### config.mk
export PLATFORM = sky130hd
export DESIGN_NAME = gshare_branch_predictor
export DESIGN_NICKNAME = d
export VERILOG_FILES = /design/src/rtl/gshare_branch_predictor.sv
export SDC_FILE = /design/constraint.sdc
export NUM_CORES = 2
export LEC_CHECK = 0
export BUFFER_PORTS_ARGS = -buffer_cell sky130_fd_sc_hd__buf_2
export CAP_MARGIN = 20
export CORE_UTILIZATION = 55
export DETAILED_ROUTE_END_ITERATION = 10
export PLACE_DENSITY = 0.71
export SETUP_SLACK_MARGIN = 0.02
export SYNTH_ARGS = -nofsm -noshare
export SYNTH_HDL_FRONTEND = slang
export SYNTH_SLANG_ARGS = --single-unit
### constraint.sdc
create_clock -name clk -period 4.29 [get_ports clk]
set_input_delay 0.429 -clock clk [delete_from_list [all_inputs] [get_ports clk]]
set_output_delay 0.429 -clock clk [all_outputs]
set_load 0.02 [all_outputs]
### src/rtl/gshare_branch_predictor.sv
// ---------------------------------------------------------------------------
// gshare_branch_predictor
//
// Purpose:
//   Next-PC predictor for the IF stage. Combines a global branch history
//   shift register, a pattern history table (PHT) of saturating counters and
//   a direct-mapped, tagged branch target buffer (BTB). The direction mode is
//   selectable at runtime: static not-taken, bimodal (PC-indexed PHT) or
//   gshare (PC xor history). Training updates arrive from the EX stage and
//   are applied on the rising clock edge. Saturating counters track how many
//   updates were accepted and how many of those reported a misprediction.
//
// Ports:
//   clk                clock, all state updates on the rising edge
//   reset_n            asynchronous active-low reset
//   mode               0 static-NT, 1 bimodal, 2 gshare, 3 behaves as gshare
//   current_pc         fetch PC to predict
//   predicted_pc       predicted next PC (combinational)
//   pred_taken         prediction is taken (combinational)
//   btb_hit            valid BTB entry with matching tag for current_pc
//   update_valid       apply training this cycle
//   update_pc          PC of the resolved control instruction
//   update_is_branch   resolved instruction is a conditional branch
//   update_is_jump     resolved instruction is an unconditional jump
//   update_taken       resolved direction
//   update_target      resolved target address
//   update_mispredict  the earlier prediction for this instruction was wrong
//   stat_updates       saturating count of accepted updates
//   stat_mispredicts   saturating count of accepted mispredicted updates
// ---------------------------------------------------------------------------
module gshare_branch_predictor #(
    parameter int HIST_WIDTH      = 5,
    parameter int BTB_INDEX_WIDTH = 5,
    parameter int CTR_WIDTH       = 2,
    parameter int STAT_WIDTH      = 16
) (
    input  logic                  clk,
    input  logic                  reset_n,
    input  logic [1:0]            mode,
    input  logic [31:0]           current_pc,
    output logic [31:0]           predicted_pc,
    output logic                  pred_taken,
    output logic                  btb_hit,
    input  logic                  update_valid,
    input  logic [31:0]           update_pc,
    input  logic                  update_is_branch,
    input  logic                  update_is_jump,
    input  logic                  update_taken,
    input  logic [31:0]           update_target,
    input  logic                  update_mispredict,
    output logic [STAT_WIDTH-1:0] stat_updates,
    output logic [STAT_WIDTH-1:0] stat_mispredicts
);

    localparam int PHT_ENTRIES = 1 << HIST_WIDTH;
    localparam int BTB_ENTRIES = 1 << BTB_INDEX_WIDTH;
    localparam int TAG_WIDTH   = 32 - BTB_INDEX_WIDTH - 2;

    // Weak not-taken: MSB clear, all lower bits set.
    localparam logic [CTR_WIDTH-1:0] CTR_INIT = CTR_WIDTH'((1 << (CTR_WIDTH - 1)) - 1);
    localparam logic [CTR_WIDTH-1:0] CTR_MAX  = {CTR_WIDTH{1'b1}};
    localparam logic [CTR_WIDTH-1:0] CTR_ONE  = CTR_WIDTH'(1);
    localparam logic [STAT_WIDTH-1:0] STAT_MAX = {STAT_WIDTH{1'b1}};
    localparam logic [STAT_WIDTH-1:0] STAT_ONE = STAT_WIDTH'(1);

    typedef enum logic [1:0] {
        MODE_STATIC   = 2'd0,
        MODE_BIMODAL  = 2'd1,
        MODE_GSHARE   = 2'd2,
        MODE_RESERVED = 2'd3
    } predMode_t;

    // -----------------------------------------------------------------------
    // State
    // -----------------------------------------------------------------------
    logic [HIST_WIDTH-1:0]  r_bhsr;
    logic [CTR_WIDTH-1:0]   r_pht       [PHT_ENTRIES];
    logic [BTB_ENTRIES-1:0] r_btbValid;
    logic [TAG_WIDTH-1:0]   r_btbTag    [BTB_ENTRIES];
    logic [31:0]            r_btbTarget [BTB_ENTRIES];
    logic [BTB_ENTRIES-1:0] r_btbJump;
    logic [STAT_WIDTH-1:0]  r_statUpdates;
    logic [STAT_WIDTH-1:0]  r_statMispredicts;

    // -----------------------------------------------------------------------
    // Mode decode
    // -----------------------------------------------------------------------
    predMode_t w_mode;
    logic      w_useHistory;
    logic      w_staticMode;

    assign w_mode       = predMode_t'(mode);
    // The reserved encoding is treated exactly like gshare.
    assign w_useHistory = (w_mode == MODE_GSHARE) || (w_mode == MODE_RESERVED);
    assign w_staticMode = (w_mode == MODE_STATIC);

    // -----------------------------------------------------------------------
    // Prediction path (purely combinational, reads registered state only)
    // -----------------------------------------------------------------------
    logic [HIST_WIDTH-1:0]      w_predPidx;
    logic [HIST_WIDTH-1:0]      w_predPhtIdx;
    logic [BTB_INDEX_WIDTH-1:0] w_predBidx;
    logic [TAG_WIDTH-1:0]       w_predTag;
    logic [CTR_WIDTH-1:0]       w_predCtr;
    logic                       w_predHit;
    logic                       w_predDirTaken;

    assign w_predPidx   = current_pc[HIST_WIDTH+1:2];
    assign w_predBidx   = current_pc[BTB_INDEX_WIDTH+1:2];
    assign w_predTag    = current_pc[31:BTB_INDEX_WIDTH+2];
    assign w_predPhtIdx = w_useHistory ? (w_predPidx ^ r_bhsr) : w_predPidx;
    assign w_predCtr    = r_pht[w_predPhtIdx];

    assign w_predHit      = r_btbValid[w_predBidx] && (r_btbTag[w_predBidx] == w_predTag);
    // Jumps are always taken once known; branches follow the counter MSB.
    assign w_predDirTaken = r_btbJump[w_predBidx] || w_predCtr[CTR_WIDTH-1];

    assign btb_hit      = w_predHit;
    assign pred_taken   = !w_staticMode && w_predHit && w_predDirTaken;
    assign predicted_pc = pred_taken ? r_btbTarget[w_predBidx] : (current_pc + 32'd4);

    // -----------------------------------------------------------------------
    // Update path decode
    // -----------------------------------------------------------------------
    logic [HIST_WIDTH-1:0]      w_updPidx;
    logic [HIST_WIDTH-1:0]      w_updPhtIdx;
    logic [BTB_INDEX_WIDTH-1:0] w_updBidx;
    logic [TAG_WIDTH-1:0]       w_updTag;
    logic [CTR_WIDTH-1:0]       w_updCtr;
    logic [CTR_WIDTH-1:0]       w_updCtrNext;
    logic                       w_branchUpdate;
    logic                       w_btbWrite;

    assign w_updPidx   = update_pc[HIST_WIDTH+1:2];
    assign w_updBidx   = update_pc[BTB_INDEX_WIDTH+1:2];
    assign w_updTag    = update_pc[31:BTB_INDEX_WIDTH+2];
    // Training uses the same mode-dependent index the lookup would have used
    // with the history as it stands before this edge.
    assign w_updPhtIdx = w_useHistory ? (w_updPidx ^ r_bhsr) : w_updPidx;
    assign w_updCtr    = r_pht[w_updPhtIdx];

    // A jump flag wins over a branch flag when both are set.
    assign w_branchUpdate = update_valid && update_is_branch && !update_is_jump;
    assign w_btbWrite     = update_valid && (update_is_jump || (update_is_branch && update_taken));

    // Saturating counter step for the selected PHT entry.
    always_comb begin
        w_updCtrNext = w_updCtr;
        if (update_taken) begin
            if (w_updCtr != CTR_MAX) begin
                w_updCtrNext = w_updCtr + CTR_ONE;
            end
        end else begin
            if (w_updCtr != '0) begin
                w_updCtrNext = w_updCtr - CTR_ONE;
            end
        end
    end

    // Global history: every resolved conditional branch shifts in its
    // direction regardless of mode, so gshare starts with a warm history.
    always_ff @(posedge clk or negedge reset_n) begin
        if (!reset_n) begin
            r_bhsr <= '0;
        end else if (w_branchUpdate) begin
            r_bhsr <= {r_bhsr[HIST_WIDTH-2:0], update_taken};
        end
    end

    // Pattern history table: every counter returns to weak not-taken on reset.
    always_ff @(posedge clk or negedge reset_n) begin
        if (!reset_n) begin
            for (int i = 0; i < PHT_ENTRIES; i++) begin
                r_pht[i] <= CTR_INIT;
            end
        end else if (w_branchUpdate) begin
            r_pht[w_updPhtIdx] <= w_updCtrNext;
        end
    end

    // BTB valid and jump bits. Only the valid bits need a reset value; an
    // invalid entry never contributes to a prediction.
    always_ff @(posedge clk or negedge reset_n) begin
        if (!reset_n) begin
            r_btbValid <= '0;
            r_btbJump  <= '0;
        end else if (w_btbWrite) begin
            r_btbValid[w_updBidx] <= 1'b1;
            r_btbJump[w_updBidx]  <= update_is_jump;
        end
    end

    // BTB tag and target payload. Direct-mapped: a new tag simply overwrites.
    always_ff @(posedge clk) begin
        if (w_btbWrite) begin
            r_btbTag[w_updBidx]    <= w_updTag;
            r_btbTarget[w_updBidx] <= update_target;
        end
    end

    // Statistics: count every accepted update, saturating at all-ones so a
    // long run never wraps back to a misleadingly small number.
    always_ff @(posedge clk or negedge reset_n) begin
        if (!reset_n) begin
            r_statUpdates     <= '0;
            r_statMispredicts <= '0;
        end else if (update_valid) begin
            if (r_statUpdates != STAT_MAX) begin
                r_statUpdates <= r_statUpdates + STAT_ONE;
            end
            if (update_mispredict && (r_statMispredicts != STAT_MAX)) begin
                r_statMispredicts <= r_statMispredicts + STAT_ONE;
            end
        end
    end

    assign stat_updates     = r_statUpdates;
    assign stat_mispredicts = r_statMispredicts;

    // The byte-offset bits of both PCs carry no information for a
    // word-aligned predictor.
    logic w_unusedPcBits;
    assign w_unusedPcBits = ^{current_pc[1:0], update_pc[1:0]};

endmodule

==> Word-level counts from Yosys, hierarchy flattened <==
Memories as Yosys holds them, arrays and structs flattened.
Cells that the tools add are included.
{ "word_totals": {"register_bits": 165, "ramBits": 1824, "wordCells": 104, "n_memories": 2} }
{ "classes": {"addsub": 5, "order_cmp": 6, "eq_ne": 6, "n_mux": 24, "bitwise": 5, "n_reduce_logical": 19} }
{ "mem_list": {"columns": ["name", "words", "width", "read_ports", "rd_ports_with_merged_regs", "wr", "line_no", "source"], "rows": [
  ["r_btbTarget", 32, 32, 1, 0, 1, "80", "logic [31:0] r_btbTarget [BTB_ENTRIES];"],
  ["r_btbTag", 32, 25, 1, 0, 1, "79", "logic [TAG_WIDTH-1:0] r_btbTag [BTB_ENTRIES];"]
]} }
{ "op_table": {"columns": ["operator", "n"], "rows": [
  ["64-bit bitwise mux", 1],
  ["16-bit by 1-bit adder with 16-bit output, second input constant", 2],
  ["32-bit by 3-bit adder with 32-bit output, second input constant", 1],
  ["32-bit bitwise mux", 1],
  ["32-bit two-way mux", 1],
  ["16-bit != test, second input constant", 2],
  ["32-bit bitwise OR", 1],
  ["25-bit == test", 1],
  ["2-bit binary-select mux with 5-bit select", 2],
  ["2-bit two-way mux", 8],
  ["6-bit greater-or-equal comparator, second input constant", 2],
  ["5-bit by 6-bit less-than comparator with 1-bit output, second input constant", 2],
  ["5-bit NOT with 6-bit output", 2],
  ["1-bit binary-select mux with 5-bit select", 2],
  ["2-bit demux with 5-bit select", 1],
  ["1-bit logical AND", 10],
  ["5-bit two-way mux", 2],
  ["5-bit XOR", 2],
  ["6-bit by 1-bit less-than comparator with 1-bit output, second input constant", 1],
  ["1-bit demux with 5-bit select", 1],
  ["5-bit by 1-bit greater-or-equal comparator with 1-bit output, second input constant", 1],
  ["1-bit two-way mux", 5],
  ["2-bit == test, second input constant", 2],
  ["2-bit AND reduction", 2],
  ["other kinds (7)", 10]
]} }

==> Longest topological paths before layout <==
{ "logic_depth": {"ltp_word": 11, "depth_mapped": 15} }

==> Worst setup path after synthesis <==
Ideal clock, no wire load.
{ "synth_path": {"kind": "input port to flip-flop", "start": "in update_pc[6]", "end": "reg r_btbJump[23]", "setup_ns": 0.127, "arrival_time_ns": 4.034, "setup_slack_ns": 0.128, "cell_stages": 5, "n_path_buf": 1, "cell_sequence": "clkbuf_1 -> nand2_1 -> or2_2 -> nor2_1 -> mux2_2"} }
{ "synth_between": {"elab_chain_len": 5, "word_cells_on_any_way": 6} }
{ "synth_rtl": {"columns": ["item", "line_no", "source"], "rows": [
  ["start, declared", "45", "input logic [31:0] update_pc,"],
  ["5-bit by 6-bit less-than comparator with 1-bit output (not written as such) / 5-bit by 1-bit greater-or-equal comparator with 1-bit output (equally long branches)", "189", "r_btbJump[w_updBidx] <= update_is_jump;"],
  ["1-bit logical AND (not written as such)", "189", null],
  ["1-bit two-way mux (not written as such)", "189", null],
  ["1-bit demux with 5-bit select *", "189", null],
  ["32-bit bitwise mux *", "189", null],
  ["end signal, assigned by index", "189", null],
  ["end, declared", "81", "logic [BTB_ENTRIES-1:0] r_btbJump;"]
]} }
Every way passes the cells marked *; elsewhere a longest branch is shown, timed or not.
A chain may end at the register's enable or synchronous reset.

==> Final worst setup path <==
{ "layout_path": {"start": "mem r_btbTag[11][0] (netlist bit)", "end": "out predicted_pc[7]"} }
{ "layout_between": {"elab_chain_len": 6} }
{ "layout_rtl": {"columns": ["item", "line_no", "source"], "rows": [
  ["start, declared", "79", null],
  ["memory 32 x 25 bit", null, null],
  ["25-bit == test", "114", "assign w_predHit = r_btbValid[w_predBidx] && (r_btbTag[w_predBidx] == w_predTag);"],
  ["1-bit logical AND", "114", null],
  ["1-bit logical AND (2 in series)", "119", "assign pred_taken = !w_staticMode && w_predHit && w_predDirTaken;"],
  ["32-bit two-way mux", "120", "assign predicted_pc = pred_taken ? r_btbTarget[w_predBidx] : (current_pc + 32'd4);"],
  ["end, declared", "41", "output logic [31:0] predicted_pc,"]
]} }
Every way passes these cells.

==> results <==
- In the layout the commonest cells are sky130_fd_sc_hd__edfxtp_1, sky130_fd_sc_hd__mux4_2, sky130_fd_sc_hd__mux2i_1.
- For this run, the total global-route usage over all layers was measured as 0.2812.
- The hold-critical path depth is 3.
- The number of buffers inserted during clock tree synthesis is 193.
- The violation count after the first detailed-routing iteration is 5545.
- The root buffer cell is sky130_fd_sc_hd__clkbuf_16.
- The initial antenna violation count was 21.
- The final reports fail on setup timing.
- Of all flip-flops after synthesis, the portion carrying an async set or reset was 0.08296.
- The number of endpoints with negative hold slack in the final report is 0.
- The required time reported for the critical path endpoint is 3860 ps.
- The number of enable-type register cells in the synthesized netlist is 1824.
- Traced cell by cell, the critical path runs through mux4_2, mux2i_1, nor2_1, o22ai_2, buf_6, xor2_1, buf_4, nand4_1, nor4_4, nand2_4, buf_6, mux2i_1, buf_4, buf_6.
- The routability congestion estimate from global placement is 0.8414.
- The final wirelength is 202000 µm.
- The cell family contributing the most delay on the critical path is simple AND/OR/NAND/NOR gates.
- The areal power density over the cells is 458.0 mW/mm².
- For this run, the leading register cell type out of synthesis is sky130_fd_sc_hd__edfxtp_1.
- The total congestion overflow after global routing is 0.
- The maximum level of the CTS H-tree is 4.
- The top-level port count is 171.
- The floorplan step set the die width to 379.9 µm.
- Setup repair after global routing could not meet its margin everywhere.
- The later-pin clock latency in the skew report is 800 ps.
- The proportion of layout cells with a drive suffix above 1 is 0.3225.
- The utilization after layout is 0.6353.
- Summing all non-filler instances in the final layout gives an area of 0.08995 mm².
- After floorplanning, the core was sized to cover 0.1416 mm².
- The fmax is 229.4 MHz.
- The tool flagged a number of max-cap violations equal to 0.
- The number of global-route vias before repair is 39820.
- Setup violations remaining at the end of the flow were counted as 14.
- The pin count of the biggest net entering global routing is 98.
- After filler insertion, the fill cell instance count of the layout stands at 9457.
- The clock drives 1989 sinks.
- The slew at the pin with the worst max-slew slack is 1086 ps.
- Detailed placement finished with a half-perimeter wire length of 106200 µm.
- The number of pins exceeding their max-slew limit in the final report is 0.
- The y dimension of the die is 379.9 µm.
- The slowest library cell on the worst path is sky130_fd_sc_hd__mux4_2.
- For this run, the register share of the synthesized area comes to 0.7505.
- The starting utilization of the core area is 0.5547.
- The element type at the critical path start is a flop.
- The buffer depth of the longest clock path is 3.
- The final critical-path setup slack is -69.06 ps.
- TritonCTS built the clock tree.
- After layout, the minimum clock period comes to 4359 ps.
- The worst setup path is of the reg -> out kind.
- The cell repeated most along the worst path is sky130_fd_sc_hd__buf_6.
- For this run, the detailed router's first-pass iteration total came to 7.
- The library cell used most frequently in the layout, excluding fill and tap cells, is sky130_fd_sc_hd__edfxtp_1.
- The launch instance of the worst register-to-register path is r_bhsr[0].
- The number of core rows is 138.
- The final routed DRC violation total is 0.
- The critical path runs through a total of 14 cells.
- The die covers 0.1443 mm².
- The instance area at placement is 0.08347 mm².
- The critical path contains buffers and inverters numbering 5 combined.
- Dividing the detail-routed wire length by the instance count gives 32.79 µm.
- The via count is 40100.
- Counting flops and latches in the post-synthesis netlist gives 1989.
- On the final layout, the worst clock skew is 11.31 ps.
- The number of distinct library cell variants in the gate-level netlist after synthesis is 62.
- The depth of the worst register-to-register path is 10.
- The sort of element at the end of the critical path is an output port.
- The peak fanout along the critical path is 5.
- The yosys synthesis warning count is 0.
- The flow ran to the end, but the final reports show violations.
- The area growth from synthesis to layout is 14.53%.
- A synthesized cell averages 21.24 µm².
- At the worst endpoint, the arrival time is 3930 ps.
- The critical path starts at r_btbTag[11][0].
- Dividing the final minimum period by the clock period gives 1.016.
- Clock-pin slew was measured on the worst setup and hold paths at 60 ps.
- In this run the most critical hold path is launched from update_valid.
- Buffers placed on the I/O ports in this run total 168.
- The first global-routing pass estimated 288100 µm of wire.
- In this run the static leakage power is 30.09 nW.
- The detail route stage leaves a number of antenna-violating nets equal to 0.
- The post-synthesis instance area is 0.07854 mm².
- The largest stage delay on the critical path is 480 ps.
- In this run the worst hold path is classified as in -> reg.
- The maximum VDD drop is 0.3681 mV.
- In the final design database the tool counted 4206 nets.
- The average vias per placed instance is 6.508.
- The number of nets in the synthesized netlist is 3805.
- Measured against its own limit, the worst slew margin works out to 0.2757.
- The post-synthesis cell count is 3697.
cell type report:
| type | count | area (µm²) | share of cell area |
|---|---|---|---|
| Antenna cell | 11 | 27.53 | 0.0003060 |
| Inverter | 16 | 82.58 | 0.0009180 |
| Clock buffer | 256 | 5107 | 0.05678 |
| Sequential cell | 1989 | 58940 | 0.6553 |
| Tap cell | 1890 | 2365 | 0.02629 |
| Clock inverter | 101 | 1008 | 0.01121 |
| Timing Repair Buffer | 396 | 3421 | 0.03803 |
| Multi-Input combinational cell | 1502 | 19000 | 0.2112 |
routing by layer:
metal	GRT usage	up-vias	share of wire
li1	-	16190	-
met1	0.3997	21270	0.39
met2	0.4396	2258	0.48
met3	0.06745	359	0.11
met4	0.07997	16	0.025
met5	0	-	0.00047
per-stage QoR:
step	TNS [ps]	total power, W	setup WS, ps	cells	hold WS (ps)
after detailed placement	-6839	0.02499	-306.8	5789	447.7
after CTS	-3156	0.04134	-149.1	6149	33.25
after global routing	-4483	0.04230	-218.6	6153	73.59
final	-408.6	0.04120	-69.06	6161	90.42
after global placement	-6748	0.02493	-303.4	5789	446.1
after floorplan	0	0.02379	128.5	3697	133.4
path summary, 6_finish.rpt:
check / to / slack [ps]
setup / recovery: predicted_pc[7] / -70
hold / removal: stat_updates[12] / 90
setup reg to reg: r_pht[19] / 590
hold reg to reg: r_btbValid[31] / 470
max in group asynchronous: r_pht[22] / 2940
min in group asynchronous: r_btbJump[19] / 300
flip-flops by register name, indices dropped and copies added, names as in the netlist:
register          count
r_bhsr                5
r_btbJump            32
r_btbTag            800
r_btbTarget        1024
r_btbValid           32
r_pht                64
stat_mispredicts     16
stat_updates         16
power breakdown:
group	total, W	switching [W]	internal (W)	leakage [nW]
clock network	0.0165	0.00713	0.00940	2.97
registers	0.0218	0.000205	0.0216	18.5
logic	0.00288	0.00164	0.00124	8.62
total	0.0412	0.00898	0.0322	30.1
timing repair:
item,CTS,global route
hold endpoints to repair,83,0
gates cloned,0,0
hold buffers,2,0
endpoints found under the setup margin,34,33
gates resized for setup,44,21
pin swaps,6,7
setup buffers,2,0
worst reg2reg max path: cells and delay by family, from the launching register on:
kind	cells	cell delay, ps
flops	1	410
xor+xnor	1	400
buf+inv	2	330
simple gates	4	690
fa+ha+maj	1	760
mux	2	1010
kinds of logic (layout without fill, tap and decap cells):
| group | count (synthesis) | count (layout) | synth area share |
|---|---|---|---|
| flops | 1989 | 1989 | 0.7505 |
| mux | 828 | 828 | 0.1832 |
| simple gates | 356 | 356 | 0.02208 |
| compound gates | 221 | 221 | 0.02038 |
| buf+inv | 206 | 769 | 0.01276 |
| xor+xnor | 92 | 92 | 0.01036 |
| fa+ha+maj | 5 | 5 | 0.0007329 |
| other cells | 0 | 11 | 0 |
synthesized netlist by cell type (all sizes together) (4+ instances only):
cell / number / share of area
o221ai: 19 / 0.0021
nand2: 93 / 0.0045
mux2i: 240 / 0.031
nand3: 40 / 0.0025
buf: 101 / 0.0077
or3: 5 / 0.00040
o22ai: 30 / 0.0024
nor2: 98 / 0.0047
xor2: 39 / 0.0044
or2: 29 / 0.0023
edfxtp: 1824 / 0.70
nor3: 12 / 0.00076
mux4: 476 / 0.14
nand2b: 20 / 0.0016
o211ai: 4 / 0.00038
xnor2: 53 / 0.0059
mux2: 112 / 0.016
o21ai: 32 / 0.0020
a22oi: 30 / 0.0029
and2: 10 / 0.00080
nand4: 19 / 0.0015
and3: 5 / 0.00040
a221oi: 27 / 0.0030
o2111ai: 6 / 0.00067
dfstp: 32 / 0.011
a21oi: 21 / 0.0013
dfrtp: 133 / 0.042
inv: 16 / 0.00076
clkbuf: 89 / 0.0043
a22o: 8 / 0.00089
a211oi: 21 / 0.0020
a211o: 6 / 0.00067
nor2b: 10 / 0.00080
and4: 4 / 0.00045
Note: power is estimated with default switching activity, not from simulation.
